$ cat src/rtl/mult_seq_iter_pkg.sv
// Shared definitions for the sequential shift-add multiplier: FSM state
// encodings and the legality check on the radix/width parameter pair.
package mult_seq_iter_pkg;

  localparam logic [1:0] ST_IDLE = 2'd0;
  localparam logic [1:0] ST_CALC = 2'd1;
  localparam logic [1:0] ST_FIX  = 2'd2;
  localparam logic [1:0] ST_DONE = 2'd3;

  // Radix must be 1, 2 or 4 bits, must divide the width, and width >= 4.
  function automatic bit radix_legal(input int radix_bits, input int width);
    return ((radix_bits == 32'sd1) || (radix_bits == 32'sd2) || (radix_bits == 32'sd4)) &&
           (width >= 32'sd4) && ((width % radix_bits) == 32'sd0);
  endfunction

endpackage

$ cat src/rtl/mult_seq_iter_if.sv
// Operand/result handshake bundle for mult_seq_iter. The producer/consumer
// side uses the master modport, the multiplier uses the slave modport.
interface mult_seq_iter_if #(
  parameter int WIDTH = 32
);
  logic                 in_valid;
  logic                 in_ready;
  logic                 signed_mode;
  logic [WIDTH-1:0]     A;
  logic [WIDTH-1:0]     B;
  logic                 out_valid;
  logic                 out_ready;
  logic [2*WIDTH-1:0]   result;
  logic                 busy;

  modport master (
    output in_valid, signed_mode, A, B, out_ready,
    input  in_ready, out_valid, result, busy
  );

  modport slave (
    input  in_valid, signed_mode, A, B, out_ready,
    output in_ready, out_valid, result, busy
  );
endinterface

$ cat src/rtl/mult_seq_iter_step.sv
// One shift-add step: multiplies the multiplicand by a RADIX_BITS-wide digit
// of the multiplier and adds it into the accumulator at the digit's weight.
// Purely combinational so a pipelined variant can chain several copies.
module mult_seq_iter_step
  import mult_seq_iter_pkg::*;
#(
  parameter int WIDTH      = 32,
  parameter int RADIX_BITS = 2,
  parameter int CNT_W      = 5
) (
  input  logic [2*WIDTH-1:0]   acc,
  input  logic [WIDTH-1:0]     mcand,
  input  logic [RADIX_BITS-1:0] digit,
  input  logic [CNT_W-1:0]     cnt,
  output logic [2*WIDTH-1:0]   acc_next
);

  // RADIX_BITS is a power of two, so the digit weight cnt*RADIX_BITS is a shift.
  localparam int SH = $clog2(RADIX_BITS);

  logic [2*WIDTH-1:0] pp_s;
  logic [CNT_W+2:0]   shamt_s;

  // Partial product, aligned to the current digit position, added into acc.
  always_comb begin
    pp_s     = {{WIDTH{1'b0}}, mcand} * {{(2*WIDTH-RADIX_BITS){1'b0}}, digit};
    shamt_s  = {3'b000, cnt} << SH;
    acc_next = acc + (pp_s << shamt_s);
  end

endmodule

$ cat src/rtl/mult_seq_iter.sv
// Multi-cycle shift-add multiplier with valid/ready handshakes on both sides.
// Operands are reduced to magnitudes on entry, multiplied unsigned over
// WIDTH/RADIX_BITS cycles, and the sign is re-applied in a single FIX cycle.
// Fixed latency: out_valid rises N+1 edges after the input transfer.
module mult_seq_iter
  import mult_seq_iter_pkg::*;
#(
  parameter int WIDTH      = 32,
  parameter int RADIX_BITS = 2
) (
  input  logic            clk,
  input  logic            reset,
  mult_seq_iter_if.slave  bus
);

  localparam int N     = WIDTH / RADIX_BITS;
  localparam int CNT_W = $clog2(N + 1);
  localparam logic [CNT_W-1:0] CNT_LAST = CNT_W'(N - 1);
  localparam logic [CNT_W-1:0] CNT_ONE  = {{(CNT_W-1){1'b0}}, 1'b1};
  localparam logic [WIDTH-1:0] W_ONE    = {{(WIDTH-1){1'b0}}, 1'b1};
  localparam logic [2*WIDTH-1:0] P_ONE  = {{(2*WIDTH-1){1'b0}}, 1'b1};

  if (!radix_legal(RADIX_BITS, WIDTH)) begin : g_bad_cfg
    $error("mult_seq_iter: illegal WIDTH/RADIX_BITS combination");
  end

  logic [1:0]          state_r;
  logic [CNT_W-1:0]    cnt_r;
  logic [WIDTH-1:0]    mcand_r;
  logic [WIDTH-1:0]    mplier_r;
  logic [2*WIDTH-1:0]  acc_r;
  logic                neg_r;
  logic [2*WIDTH-1:0]  result_r;
  logic                out_valid_r;
  logic                in_ready_r;
  logic                busy_r;

  logic                transfer_s;
  logic                a_neg_s;
  logic                b_neg_s;
  logic [WIDTH-1:0]    a_mag_s;
  logic [WIDTH-1:0]    b_mag_s;
  logic [2*WIDTH-1:0]  acc_next_s;
  logic [2*WIDTH-1:0]  acc_neg_s;

  // Operand magnitudes and transfer detect; -2^(W-1) maps to 2^(W-1) unsigned.
  always_comb begin
    transfer_s = bus.in_valid & in_ready_r;
    a_neg_s    = bus.signed_mode & bus.A[WIDTH-1];
    b_neg_s    = bus.signed_mode & bus.B[WIDTH-1];
    if (a_neg_s) begin
      a_mag_s = (~bus.A) + W_ONE;
    end else begin
      a_mag_s = bus.A;
    end
    if (b_neg_s) begin
      b_mag_s = (~bus.B) + W_ONE;
    end else begin
      b_mag_s = bus.B;
    end
    acc_neg_s = (~acc_r) + P_ONE;
  end

  mult_seq_iter_step #(
    .WIDTH      (WIDTH),
    .RADIX_BITS (RADIX_BITS),
    .CNT_W      (CNT_W)
  ) u_step (
    .acc      (acc_r),
    .mcand    (mcand_r),
    .digit    (mplier_r[RADIX_BITS-1:0]),
    .cnt      (cnt_r),
    .acc_next (acc_next_s)
  );

  // FSM, datapath registers and registered handshake outputs.
  always_ff @(posedge clk or posedge reset) begin
    if (reset) begin
      state_r     <= ST_IDLE;
      cnt_r       <= '0;
      mcand_r     <= '0;
      mplier_r    <= '0;
      acc_r       <= '0;
      neg_r       <= 1'b0;
      result_r    <= '0;
      out_valid_r <= 1'b0;
      in_ready_r  <= 1'b1;
      busy_r      <= 1'b0;
    end else begin
      case (state_r)
        ST_IDLE: begin
          if (transfer_s) begin
            mcand_r    <= a_mag_s;
            mplier_r   <= b_mag_s;
            neg_r      <= a_neg_s ^ b_neg_s;
            acc_r      <= '0;
            cnt_r      <= '0;
            state_r    <= ST_CALC;
            in_ready_r <= 1'b0;
            busy_r     <= 1'b1;
          end
        end
        ST_CALC: begin
          acc_r    <= acc_next_s;
          mplier_r <= mplier_r >> RADIX_BITS;
          cnt_r    <= cnt_r + CNT_ONE;
          if (cnt_r == CNT_LAST) begin
            state_r <= ST_FIX;
          end
        end
        ST_FIX: begin
          result_r    <= neg_r ? acc_neg_s : acc_r;
          state_r     <= ST_DONE;
          busy_r      <= 1'b0;
          out_valid_r <= 1'b1;
        end
        ST_DONE: begin
          if (bus.out_ready) begin
            state_r     <= ST_IDLE;
            out_valid_r <= 1'b0;
            in_ready_r  <= 1'b1;
          end
        end
        default: begin
          state_r     <= ST_IDLE;
          out_valid_r <= 1'b0;
          in_ready_r  <= 1'b1;
          busy_r      <= 1'b0;
        end
      endcase
    end
  end

  assign bus.in_ready  = in_ready_r;
  assign bus.out_valid = out_valid_r;
  assign bus.result    = result_r;
  assign bus.busy      = busy_r;

endmodule

$ cat src/flat_wrapper.sv
// flat-port wrapper written by rule: the top's interface ports become plain ports
module mult_seq_iter_flat import mult_seq_iter_pkg::*;
#(
  parameter int WIDTH      = 32,
  parameter int RADIX_BITS = 2
)
  (clk, reset, bus_in_valid, bus_signed_mode, bus_A, bus_B, bus_out_ready, bus_in_ready, bus_out_valid, bus_result, bus_busy);
  mult_seq_iter_if #(.WIDTH(WIDTH)) bus_i ();
  input  logic clk;
  input  logic reset;
  input wire logic [$bits(bus_i.in_valid)-1:0] bus_in_valid;
  input wire logic [$bits(bus_i.signed_mode)-1:0] bus_signed_mode;
  input wire logic [$bits(bus_i.A)-1:0] bus_A;
  input wire logic [$bits(bus_i.B)-1:0] bus_B;
  input wire logic [$bits(bus_i.out_ready)-1:0] bus_out_ready;
  output wire logic [$bits(bus_i.in_ready)-1:0] bus_in_ready;
  output wire logic [$bits(bus_i.out_valid)-1:0] bus_out_valid;
  output wire logic [$bits(bus_i.result)-1:0] bus_result;
  output wire logic [$bits(bus_i.busy)-1:0] bus_busy;
  assign bus_i.in_valid = bus_in_valid;
  assign bus_i.signed_mode = bus_signed_mode;
  assign bus_i.A = bus_A;
  assign bus_i.B = bus_B;
  assign bus_i.out_ready = bus_out_ready;
  assign bus_in_ready = bus_i.in_ready;
  assign bus_out_valid = bus_i.out_valid;
  assign bus_result = bus_i.result;
  assign bus_busy = bus_i.busy;
  mult_seq_iter #(.WIDTH(WIDTH), .RADIX_BITS(RADIX_BITS)) u_core (.clk(clk), .reset(reset), .bus(bus_i));
endmodule
$ cat config.mk
export PLATFORM = sky130hd
export DESIGN_NAME = mult_seq_iter_flat
export DESIGN_NICKNAME = d
export VERILOG_FILES = /design/src/rtl/mult_seq_iter_pkg.sv /design/src/rtl/mult_seq_iter_if.sv /design/src/rtl/mult_seq_iter_step.sv /design/src/rtl/mult_seq_iter.sv /design/src/flat_wrapper.sv
export SDC_FILE = /design/constraint.sdc
export NUM_CORES = 1
export LEC_CHECK = 0
export CAP_MARGIN = 15
export CELL_PAD_IN_SITES_DETAIL_PLACEMENT = 1
export CELL_PAD_IN_SITES_GLOBAL_PLACEMENT = 1
export CORE_MARGIN = 3
export CORE_UTILIZATION = 30
export CTS_BUF_LIST = sky130_fd_sc_hd__clkbuf_8
export DETAILED_ROUTE_END_ITERATION = 10
export PLACE_DENSITY = 0.69
export SETUP_SLACK_MARGIN = 0.05
export SLEW_MARGIN = 20
export SYNTH_ARGS = -nofsm -noshare
export SYNTH_HDL_FRONTEND = slang
export SYNTH_SLANG_ARGS = --single-unit
$ cat constraint.sdc
create_clock -name clk -period 7.9 [get_ports clk]
set_clock_uncertainty 0.2 [all_clocks]
set_input_delay 1.58 -clock clk [delete_from_list [all_inputs] [get_ports clk]]
set_output_delay 1.58 -clock clk [all_outputs]
set_load 0.03 [all_outputs]
Yosys cells after proc, flatten, opt, wreduce, memory -nomap -nowiden
Cells that the tools add are included.
{ "totals": {"input_bits": 69, "register_bits": 203, "wordCells": 62, "out_inout_bits": 67} }
{ "classes": {"bitwise": 7, "add_sub_neg": 5, "mul": 1, "reduce_logical": 11, "eq_ne": 7, "mux": 20, "shifts": 1} }
{ "ops": {"columns": ["operator", "n"], "rows": [
  ["$mux 64", 2],
  ["$pmux 64 s2", 1],
  ["$mux 32", 3],
  ["$add 32x1->32 const B", 2],
  ["$add 64x1->64 const B", 1],
  ["$add 64x64->64", 1],
  ["$not 32->32", 2],
  ["$not 64->64", 1],
  ["$pmux 32 s2", 1],
  ["$shl 34x6->64", 1],
  ["$mul 32x2->34", 1],
  ["$pmux 5 s2", 1],
  ["$pmux 2 s4", 1],
  ["$reduce_and 2->1", 4],
  ["$reduce_bool 2->1", 4],
  ["$mux 2", 3],
  ["$pmux 1 s2", 3],
  ["$reduce_and 3->1", 2],
  ["$add 5x1->5 const B", 1],
  ["$eq 5x4->1 const B", 1],
  ["$mux 5", 1],
  ["$eq 2x2->1 const B", 2],
  ["$mux 1", 4],
  ["$ne 2x1->1 const B", 2],
  ["other kinds (5)", 7]
]} }

Longest topological paths before layout
Gate-level depths: netlist of the first run.
{ "depth": {"word_depth": 5, "ltp_mapped": 28, "depth_no_buf": 27} }

By module
A second synthesis of the first run with hierarchy kept.
{ "unflattened": {"hier_cells": 2400, "hier_area_um2": 19009.5} }
{ "by_module_without_submodules": {"columns": ["mod", "n_inst", "area_per_inst_um2", "seq_area_each_um2", "cells_per_inst"], "rows": [
  ["mult_seq_iter", 1, 10377.5, 5081.1, 1097],
  ["mult_seq_iter_step", 1, 8632.0, 0.0, 1303]
]} }

Worst setup path after synthesis of the first run
No wires, ideal clock.
{ "synth_timing": {"kind": "flip-flop to flip-flop", "startpoint": "register u_core.mplier_r[0]", "endpoint": "register u_core.acc_r[56]", "arrival_ns": 5.774, "setup_time_ns": 0.134, "stages_incl_launch_ff": 28, "period_less_slack_ns": 6.108, "required_time_ns": 7.566, "n_path_buf": 2, "path_slack_ns": 1.792, "path_cell_list": "dfrtp_1 > clkbuf_1 > and2_1 > ha_1 > clkbuf_1 > a21oi_1 > o32ai_1 > o21ai_0 > a21boi_0 > o21ai_0 > and2_1 > mux2_2 > o211ai_1 > o21ai_0 > nand2b_1 > and3_1 > ha_1 > a211oi_1 > o211ai_1 > a221oi_1 > nor2b_1 > a31oi_1 > o21ai_1 > a31oi_1 > o21ai_1 > a311o_1 > xnor2_1 > o21ai_0"} }
{ "synth_between": {"elab_chain_cells": 4} }
{ "synth_rtl": {"columns": ["item", "line_no", "source"], "rows": [
  ["start: declaration", "mult_seq_iter.sv:30", "logic [WIDTH-1:0] mplier_r;"],
  ["start signal: assignment", "mult_seq_iter.sv:94", "mplier_r <= b_mag_s;"],
  ["start signal: assignment", "mult_seq_iter.sv:105", "mplier_r <= mplier_r >> RADIX_BITS;"],
  ["$mul 32x2->34", "mult_seq_iter_step.sv:26", "pp_s = {{WIDTH{1'b0}}, mcand} * {{(2*WIDTH-RADIX_BITS){1'b0}}, digit};"],
  ["$shl 34x6->64", "mult_seq_iter_step.sv:28", "acc_next = acc + (pp_s << shamt_s);"],
  ["$add 64x64->64", "mult_seq_iter_step.sv:28", null],
  ["$pmux 64 s2", "mult_seq_iter.sv:90", "case (state_r)"],
  ["end signal: assignment", "mult_seq_iter.sv:104", "acc_r <= acc_next_s;"],
  ["end: declaration", "mult_seq_iter.sv:31", "logic [2*WIDTH-1:0] acc_r;"]
]} }
Every way passes these cells.
A chain may end at the register's enable or synchronous reset.

Worst setup path after layout of the first run
{ "layout_timing": {"startpoint": "register u_core.mplier_r[0]", "endpoint": "register u_core.acc_r[57]"} }
Same word-level chain as after synthesis.

==> results of run 1 <==
==> flip-flops by register name, summed over array words and instances, names as in the netlist <==
name                  cells
u_core.bus.out_valid      1
u_core.neg_r              1
u_core.bus.result        64
u_core.bus.busy           1
u_core.acc_r             64
u_core.bus.in_ready       1
u_core.mcand_r           32
u_core.state_r            2
u_core.mplier_r          32
u_core.cnt_r              5
==> final cells by class <==
type / instances / area share
multi-input combinational: 1946 / 0.590
clock inverter: 20 / 0.00502
clock buffer: 51 / 0.0331
inverter: 55 / 0.0101
timing repair buffer: 170 / 0.0762
sequential: 203 / 0.240
tap: 773 / 0.0456
==> worst paths after layout <==
| path | start | end | cells after the start |
|---|---|---|---|
| worst max-delay path | u_core.mplier_r[0] | u_core.acc_r[57] | 26 |
| worst min-delay path | u_core.mplier_r[11] | u_core.mplier_r[11] | 2 |
| worst max register to register | u_core.mplier_r[0] | u_core.acc_r[57] | 26 |
| worst min register to register | u_core.mplier_r[11] | u_core.mplier_r[11] | 2 |
| max in group asynchronous | reset | u_core.acc_r[33] | 3 |
| min in group asynchronous | reset | u_core.bus.result[3] | 2 |
==> power by group <==
group	switching [mW]	internal [mW]	total, mW
sequential	0.423	1.51	1.93
clock	0.510	0.585	1.10
combinational	3.74	2.18	5.92
total	4.67	4.27	8.94
==> tightest hold or removal path, delay by kind of cell (launching register included) <==
family	cells	cell delay, ns
compound gates	1	0.06
flops	1	0.34
simple gates	1	0.05
==> cells by family after synthesis <==
group | count (synthesis)
compound gates | 803
fa+ha+maj | 107
buf+inv | 188
flops | 203
mux | 56
xor+xnor | 202
simple gates | 778
==> per-layer routing <==
layer,GRT usage,up-vias
met1,0.260,8663
met5,0,-
met4,0.0529,0
li1,-,8612
met3,0.0261,102
met2,0.338,277
==> synthesized netlist by cell type (16+ instances only) <==
cell type  number  area (um2)
inv_1          52         195
nand4_1        21         131
ha_1          105        1310
dfrtp_1       202        5050
nor2_1        205         769
nand2b_1       18         113
o21ai_0       253        1270
clkbuf_1      117         439
a31oi_1        29         181
and2_1         85         532
mux2i_1        32         320
xor2_1        125        1090
a21oi_1       243        1220
nand2_1       272        1020
a21o_1         49         368
a211oi_1       21         158
or3_1          16         100
nor3_1         37         185
xnor2_1        77         674
o31ai_1        33         248
nand3_1        39         195
==> what timing repair did <==
item,4_1_cts,5_1_grt
gates resized for setup,0,3
endpoints found under the hold margin,0,0
endpoints found under the setup margin,0,10
==> impl_results.md, run 1 <==
* Slew margin rel. at 0.338
* Syn Area/Cell at 7.81 um2
* CP required at 8.16 ns
* Main synth FF type: dfrtp_1
* Post-synth ARST share at 1.00
* CP most frequent cell: a21o_1
* N_diodes at 0
* Final Max Slew Viols at 0
* Multi-input logic area at 12,500 um2
* Metal3 WL at 1.99 mm
* Min Clock Period, post-route at 7.32 ns
* Post-DP HPWL at 48.9 mm
* Final ANT Viol Nets at 0
* Synth Cell Area at 18,200 um2
* Storage cell area at 5080 um2
* Inst Count DP at 3,147
* Final-report setup violation count at 0
* Critical path's largest stage delay at 0.65 ns
* Synth Area in Compound Gates at 0.268
* Measured slew at the worst slew-check pin at 0.983 ns
* First-pass GRT wire length at 103 mm
* Initial DRC Count at 830
* CP startpoint kind: flop
* Final worst slack at 0.577 ns
* RSZ-0062 raised after global routing: no
* Boundary pin count at 136
* Slowest-stage cell, CP: a2111oi_0
* Max VDD drop at 0.000198 V
* Mux contribution to synthesized area at 0.0392
* Top layer in use: met4
* DRC errors left at 0
* Die area at 63,800 um2
* Largest family of logic cells by synthesized area: compound AO/OA/AOI/OAI gates
* Post-CTS setup buffer count at 0
* Sink Count at 203
* Synth Area in XOR/XNOR at 0.0970
* Critical path class: reg2reg
* Placed Area at 20,400 um2
* Metal-1 WL at 29.5 mm
* Core area at 59,600 um2
* Drt pass-1 iters at 5
* Top Family by Delay on Critical Path: compound AO/OA/AOI/OAI gates
* # hold bufs at CTS at 0
* Drt wl/cell at 19.7 um
* Non-Filler Instances at 3,218
* Worst setup EP type: flop
* WL final at 63.4 mm
* Final core occ at 0.356
* Post-Place Setup Slack at 0.452 ns
* Cell Rows at 89
* Num CTS Buffers at 41
* Initial cell density of the core at 0.306
* Commonest cells after routing, fill and taps aside: nand2_1, o21ai_0, a21oi_1, nor2_1, dfrtp_1
* LEAKAGE at 9.06 nW
* DR vias at 17,700
* GP Congestion at 0.951
* Die height at 253 um
* Register area share after synthesis at 0.279
* Post-synth EDFFs at 0
* Critical-path maximum fanout at 23
* Pwr per Cell Area at 422 nW/um2
* Net Count, Synth at 2,513
* Longest Clk Path Bufs at 3
* # fillers at 7,182
* Hold_ws at 0.282 ns
* Hold Violations, Final at 0
* Vias in the first global route at 18,500
* GRT overflow at 0
* Worst Path Buf+Inv at 1
* Mapped Cells at 2,337
* Worst-path clk slew at 0.06 ns
* Synthesis Warnings at 0
* Status: completed
* Setup TNS at 0 ns
* P&R area growth vs syn at 16.2%
* Hold WC Path Type: reg2reg
* Period utilisation layout at 0.927
* Gr usage total at 0.197
* Die X at 253 um
* Final net count at 2,593
* Total power at 8.94 mW
* DR WL met2 at 30.2 mm
* Worst R2R Setup Slack at 0.58 ns
* Worst EP arrival at 7.58 ns
* Layout cell share with drive strength beyond 1 at 0.0638
* Drt via density at 5.49
* Post-Layout Inst Area at 21,200 um2
* Root buffer selected by CTS: clkbuf_8
* H-tree Lvls at 2
* Clk_lat worst skew at 0.62 ns
* Register bit total from synthesis at 203
* Fmax at 137 MHz
* Initial antenna violation count at 0
* CTS tree: yes
* IO Port Bufs at 135
* Most common cell after layout, fill and taps aside: nand2_1
* Largest net degree at the start of global routing at 88
* Post-Synth Simple-Gate Area at 0.204
* Synth cell types at 83
* Area share of fa/ha/maj cells after synthesis at 0.0742
* MaxCap Viol Count at 0
Power figures use the tool's default switching activity.
==> inputs of run 2 (changes only) <==
--- a/config.mk
+++ b/config.mk
@@ -13,6 +13,7 @@
 export CTS_BUF_LIST = sky130_fd_sc_hd__clkbuf_8
 export DETAILED_ROUTE_END_ITERATION = 10
 export PLACE_DENSITY = 0.69
+export RECOVER_POWER = 25
 export SETUP_SLACK_MARGIN = 0.05
 export SLEW_MARGIN = 20
 export SYNTH_ARGS = -nofsm -noshare
==> impl_results.md, run 2 (synthesis gave the netlist of run 1 again) <==
* Die area at 63,800 um2
* # fillers at 7,182
* Layout cell share with drive strength beyond 1 at 0.0626
* Measured slew at the worst slew-check pin at 3.43 ns
* Initial DRC Count at 775
* Slew margin rel. at -1.30
* CTS tree: yes
* Most common cell after layout, fill and taps aside: nand2_1
* RSZ-0062 raised after global routing: no
* Sink Count at 203
* Setup TNS at 0 ns
* CP required at 8.16 ns
* Critical-path maximum fanout at 23
* Non-Filler Instances at 3,218
* Post-DP HPWL at 48.9 mm
* Post-CTS setup buffer count at 0
* Min Clock Period, post-route at 7.28 ns
* GP Congestion at 0.951
* Final core occ at 0.355
* Period utilisation layout at 0.921
* Clk_lat worst skew at 0.63 ns
* CP startpoint kind: flop
* PostCTS Resize Cnt at 0
* Initial antenna violation count at 0
* Root buffer selected by CTS: clkbuf_8
* Core area at 59,600 um2
* Pwr per Cell Area at 423 nW/um2
* Final net count at 2,593
* Max VDD drop at 0.000197 V
* Boundary pin count at 136
* Commonest cells after routing, fill and taps aside: nand2_1, o21ai_0, a21oi_1, nor2_1, dfrtp_1
* Largest net degree at the start of global routing at 88
* Multi-input logic area at 12,500 um2
* Final ANT Viol Nets at 0
* Final Max Slew Viols at 265
* Vias in the first global route at 18,500
* Top layer in use: met4
* Num CTS Buffers at 41
* H-tree Lvls at 2
* Cell Rows at 89
* Drt pass-1 iters at 7
* Fmax at 137 MHz
* Inst Count DP at 3,147
* Metal-1 WL at 29.5 mm
* Die height at 253 um
* First-pass GRT wire length at 103 mm
* Gr usage total at 0.197
* Worst setup EP type: flop
* LEAKAGE at 9.05 nW
* Status: complete, but fails checks
* Drt wl/cell at 19.7 um
* Longest Clk Path Bufs at 3
* DR WL met2 at 30.2 mm
* Worst-path clk slew at 0.06 ns
* # hold bufs at CTS at 0
* Hold WC Path Type: reg2reg
* MaxCap Viol Count at 4
* DR vias at 17,600
* Drt via density at 5.48
* Failing checks: max-capacitance violations, max-slew violations
* Final-report setup violation count at 0
* Initial cell density of the core at 0.306
* IO Port Bufs at 135
* Storage cell area at 5080 um2
* Hold_ws at 0.282 ns
* WL final at 63.3 mm
* Metal3 WL at 1.88 mm
* Hold Violations, Final at 0
* Worst EP arrival at 7.54 ns
* N_diodes at 0
* P&R area growth vs syn at 15.9%
* Die X at 253 um
* DRC errors left at 0
* GRT overflow at 0
* Critical path class: reg2reg
[run 2: critical path, stage by stage (launching register included)]
cell,delay [ns]
dfrtp_2,0.54
and2_1,0.23
ha_1,0.46
nand3_1,0.21
nor2_1,0.24
nand4_1,0.21
or2_2,0.37
a2111oi_0,0.64
nor3_1,0.17
xnor2_1,0.31
mux2i_1,0.18
nand2_1,0.14
nand2_1,0.07
o311ai_0,0.55
buf_4,0.23
ha_1,0.29
a21o_1,0.21
a21o_1,0.19
a21o_1,0.19
a21o_1,0.17
a21o_1,0.17
a21o_1,0.17
a21o_1,0.19
a311o_1,0.32
a41oi_1,0.20
xor2_1,0.17
o21ai_0,0.08
[run 2: worst paths after layout]
kind	from	end	slack (ns)	cells after the start
max	u_core.mplier_r[0]	u_core.acc_r[57]	0.62	26
max in group asynchronous	reset	u_core.mplier_r[0]	2.43	3
max reg2reg	u_core.mplier_r[0]	u_core.acc_r[57]	0.62	26
min	u_core.mplier_r[11]	u_core.mplier_r[11]	0.28	2
min reg2reg	u_core.mplier_r[11]	u_core.mplier_r[11]	0.28	2
min in group asynchronous	reset	u_core.bus.result[3]	2.23	2
[run 2: where the power goes]
group	total, mW	switching (mW)	internal [mW]
combinational	5.93	3.74	2.19
clock	1.10	0.510	0.585
sequential	1.93	0.420	1.51
total	8.95	4.67	4.28
[run 2: stage by stage]
step	worst slack [ns]	area, um2	power, mW
after floorplan	0.583	18200	5.93
after global placement	0.650	20400	7.70
after detailed placement	0.452	20400	7.85
after CTS	0.415	21200	9.02
after global routing	0.153	21200	9.76
final	0.622	21200	8.95
[run 2: per-layer routing]
metal	global-route usage	vias up
met3	0.0261	103
met5	0	-
met2	0.338	270
met1	0.260	8659
met4	0.0529	0
li1	-	8617
[run 2: final cells by class]
cell class	count	share of cell area
inverters	55	0.00982
clock inverters	20	0.00503
repair buffers	170	0.0760
multi-input cells	1946	0.590
flip-flops and latches	203	0.240
clock buffers	51	0.0332
well taps	773	0.0457
==> inputs of run 3 (changes only) <==
==> constraint.sdc (replaced) <==
create_clock -name clk -period 7.9 [get_ports clk]
set_clock_uncertainty 0.2 [all_clocks]
set_input_delay 1.185 -clock clk [delete_from_list [all_inputs] [get_ports clk]]
set_output_delay 1.185 -clock clk [all_outputs]
set_load 0.03 [all_outputs]
==> impl_results.md, run 3 (synthesis gave the netlist of run 1 again) <==
* Layout cell share with drive strength beyond 1 at 0.0630
* Worst setup EP type: flop
* Hold WC Path Type: reg2reg
* GRT overflow at 0
* Drt pass-1 iters at 7
* Status: complete, but fails checks
* Critical-path maximum fanout at 23
* Proportion of power drawn by combinational gates at 0.662
* Boundary pin count at 136
* Num CTS Buffers at 41
* CP required at 8.16 ns
* Worst R2R Setup Slack at 0.62 ns
* Vias in the first global route at 18,500
* Core area at 59,600 um2
* Worst EP arrival at 7.54 ns
* H-tree Lvls at 2
* Pwr per Cell Area at 422 nW/um2
* Drt via density at 5.48
* Initial antenna violation count at 0
* Clk_lat worst skew at 0.62 ns
* Placed Area at 20,400 um2
* GP Congestion at 0.951
* Final net count at 2,593
* Switch Pwr at 4.67 mW
* IO Port Bufs at 135
* Reg-to-Reg Start: u_core.mplier_r[0]
* Final ANT Viol Nets at 0
* DR vias at 17,600
* CTS tree: yes
* Worst-path clk slew at 0.06 ns
* Min Clock Period, post-route at 7.28 ns
* Failing checks: max-capacitance violations, max-slew violations
* First-pass GRT wire length at 103 mm
* Root buffer selected by CTS: clkbuf_8
* Share of power burned in registers at 0.216
* Commonest cells after routing, fill and taps aside: nand2_1, o21ai_0, a21oi_1, nor2_1, dfrtp_1
* RSZ-0062 raised after global routing: no
* Cell Rows at 89
* P&R area growth vs syn at 16.0%
* Final-report setup violation count at 0
* Gr usage total at 0.197
* CP startpoint kind: flop
* Post-DP HPWL at 48.9 mm
* LEAKAGE at 9.05 nW
* # hold bufs at CTS at 0
* Period utilisation layout at 0.921
* Die height at 253 um
* MaxCap Viol Count at 3
* Max VDD drop at 0.000197 V
* R2r endpoint: u_core.acc_r[57]
* Most common cell after layout, fill and taps aside: nand2_1
* Longest Clk Path Bufs at 3
* Pint at 4.27 mW
* Fmax at 137 MHz
* Slew margin rel. at -1.30
* WL final at 63.3 mm
* Hold endpoint: u_core.mplier_r[11]
* Setup TNS at 0 ns
* Largest net degree at the start of global routing at 88
* Critical path class: reg2reg
* Measured slew at the worst slew-check pin at 3.43 ns
* Final Max Slew Viols at 201
* Net Sw Frac at 0.522
* Die area at 63,800 um2
* Drt wl/cell at 19.7 um
* Worst Reg-to-Reg Cells at 26
* Initial cell density of the core at 0.306
* N_diodes at 0
* Sink Count at 203
* DRC errors left at 0
* Min-delay src: u_core.mplier_r[11]
* Hold Crit Depth at 2
* Die X at 253 um
* Clock share of power at 0.123
* Initial DRC Count at 778
* Post-Layout Inst Area at 21,200 um2
* Hold Violations, Final at 0
run 3: cell types whose count changed in the layout (fill, tap and decap cells not counted):
cell / delta
buf_4: +1
clkbuf_1: -1
run 3: area by class of cell:
class                      count  area, um2
timing repair buffer         170       1610
multi-input combinational   1946      12500
fill                        7182      38400
tap                          773        967
inverter                      55        208
sequential                   203       5080
clock buffer                  51        702
clock inverter                20        106
run 3: worst max path at each step:
| stage | to | slack, ns | start | depth (start not counted) |
|---|---|---|---|---|
| after floorplan | u_core.acc_r[0] | 0.98 | reset | 1 |
| after CTS | u_core.acc_r[56] | 0.42 | u_core.mplier_r[0] | 27 |
| final | u_core.acc_r[57] | 0.62 | u_core.mplier_r[0] | 26 |
| after global placement | u_core.acc_r[57] | 0.65 | u_core.mplier_r[0] | 26 |
| after detailed placement | u_core.acc_r[56] | 0.45 | u_core.mplier_r[0] | 27 |
| after global routing | u_core.acc_r[58] | 0.15 | u_core.mplier_r[0] | 26 |
run 3: worst max-delay path, stage by stage (launching register included):
cell and delay [ns]:
dfrtp_2 0.54, and2_1 0.23, ha_1 0.46, nand3_1 0.21
nor2_1 0.24, nand4_1 0.21, or2_2 0.37, a2111oi_0 0.64
nor3_1 0.17, xnor2_1 0.31, mux2i_1 0.18, nand2_1 0.14
nand2_1 0.07, o311ai_0 0.55, buf_4 0.23, ha_1 0.29
a21o_1 0.21, a21o_1 0.19, a21o_1 0.19, a21o_1 0.17
a21o_1 0.17, a21o_1 0.17, a21o_1 0.19, a311o_1 0.32
a41oi_1 0.20, xor2_1 0.17, o21ai_0 0.08
run 3: metrics by stage:
step                      total power, mW  hold WS, ns  std cells   util  setup WS, ns
after floorplan                      5.93        0.249       2337      -         0.978
after CTS                            9.02        0.287       3218  0.355         0.415
after global placement               7.70        0.262       3147  0.342         0.650
after detailed placement             7.85        0.275       3147  0.342         0.452
after global routing                 9.74        0.310       3218  0.355         0.153
final                                8.94        0.282       3218  0.355         0.622
run 3: power by group through the flow:
stage	logic [mW]	registers [mW]	clock network, mW
6_report	5.92	1.93	1.10
5_1_grt	6.54	2.01	1.19
2_1_floorplan	3.77	2.16	0
3_5_place_dp	5.90	1.96	0
4_1_cts	5.93	1.94	1.15
3_3_place_gp	5.77	1.93	0
run 3: what timing repair did:
item / 4_1_cts / 5_1_grt
resized for setup: 0 / 3
endpoints found under the setup margin: 0 / 10
setup buffers: 0 / 0
run 3: routing by layer:
metal / up-vias / global-route usage / wire (um)
met1: 8655 / 0.260 / 29500
met4: 0 / 0.0529 / 1690
met3: 101 / 0.0261 / 1880
li1: 8616 / - / -
met2: 264 / 0.338 / 30200
met5: - / 0 / 0
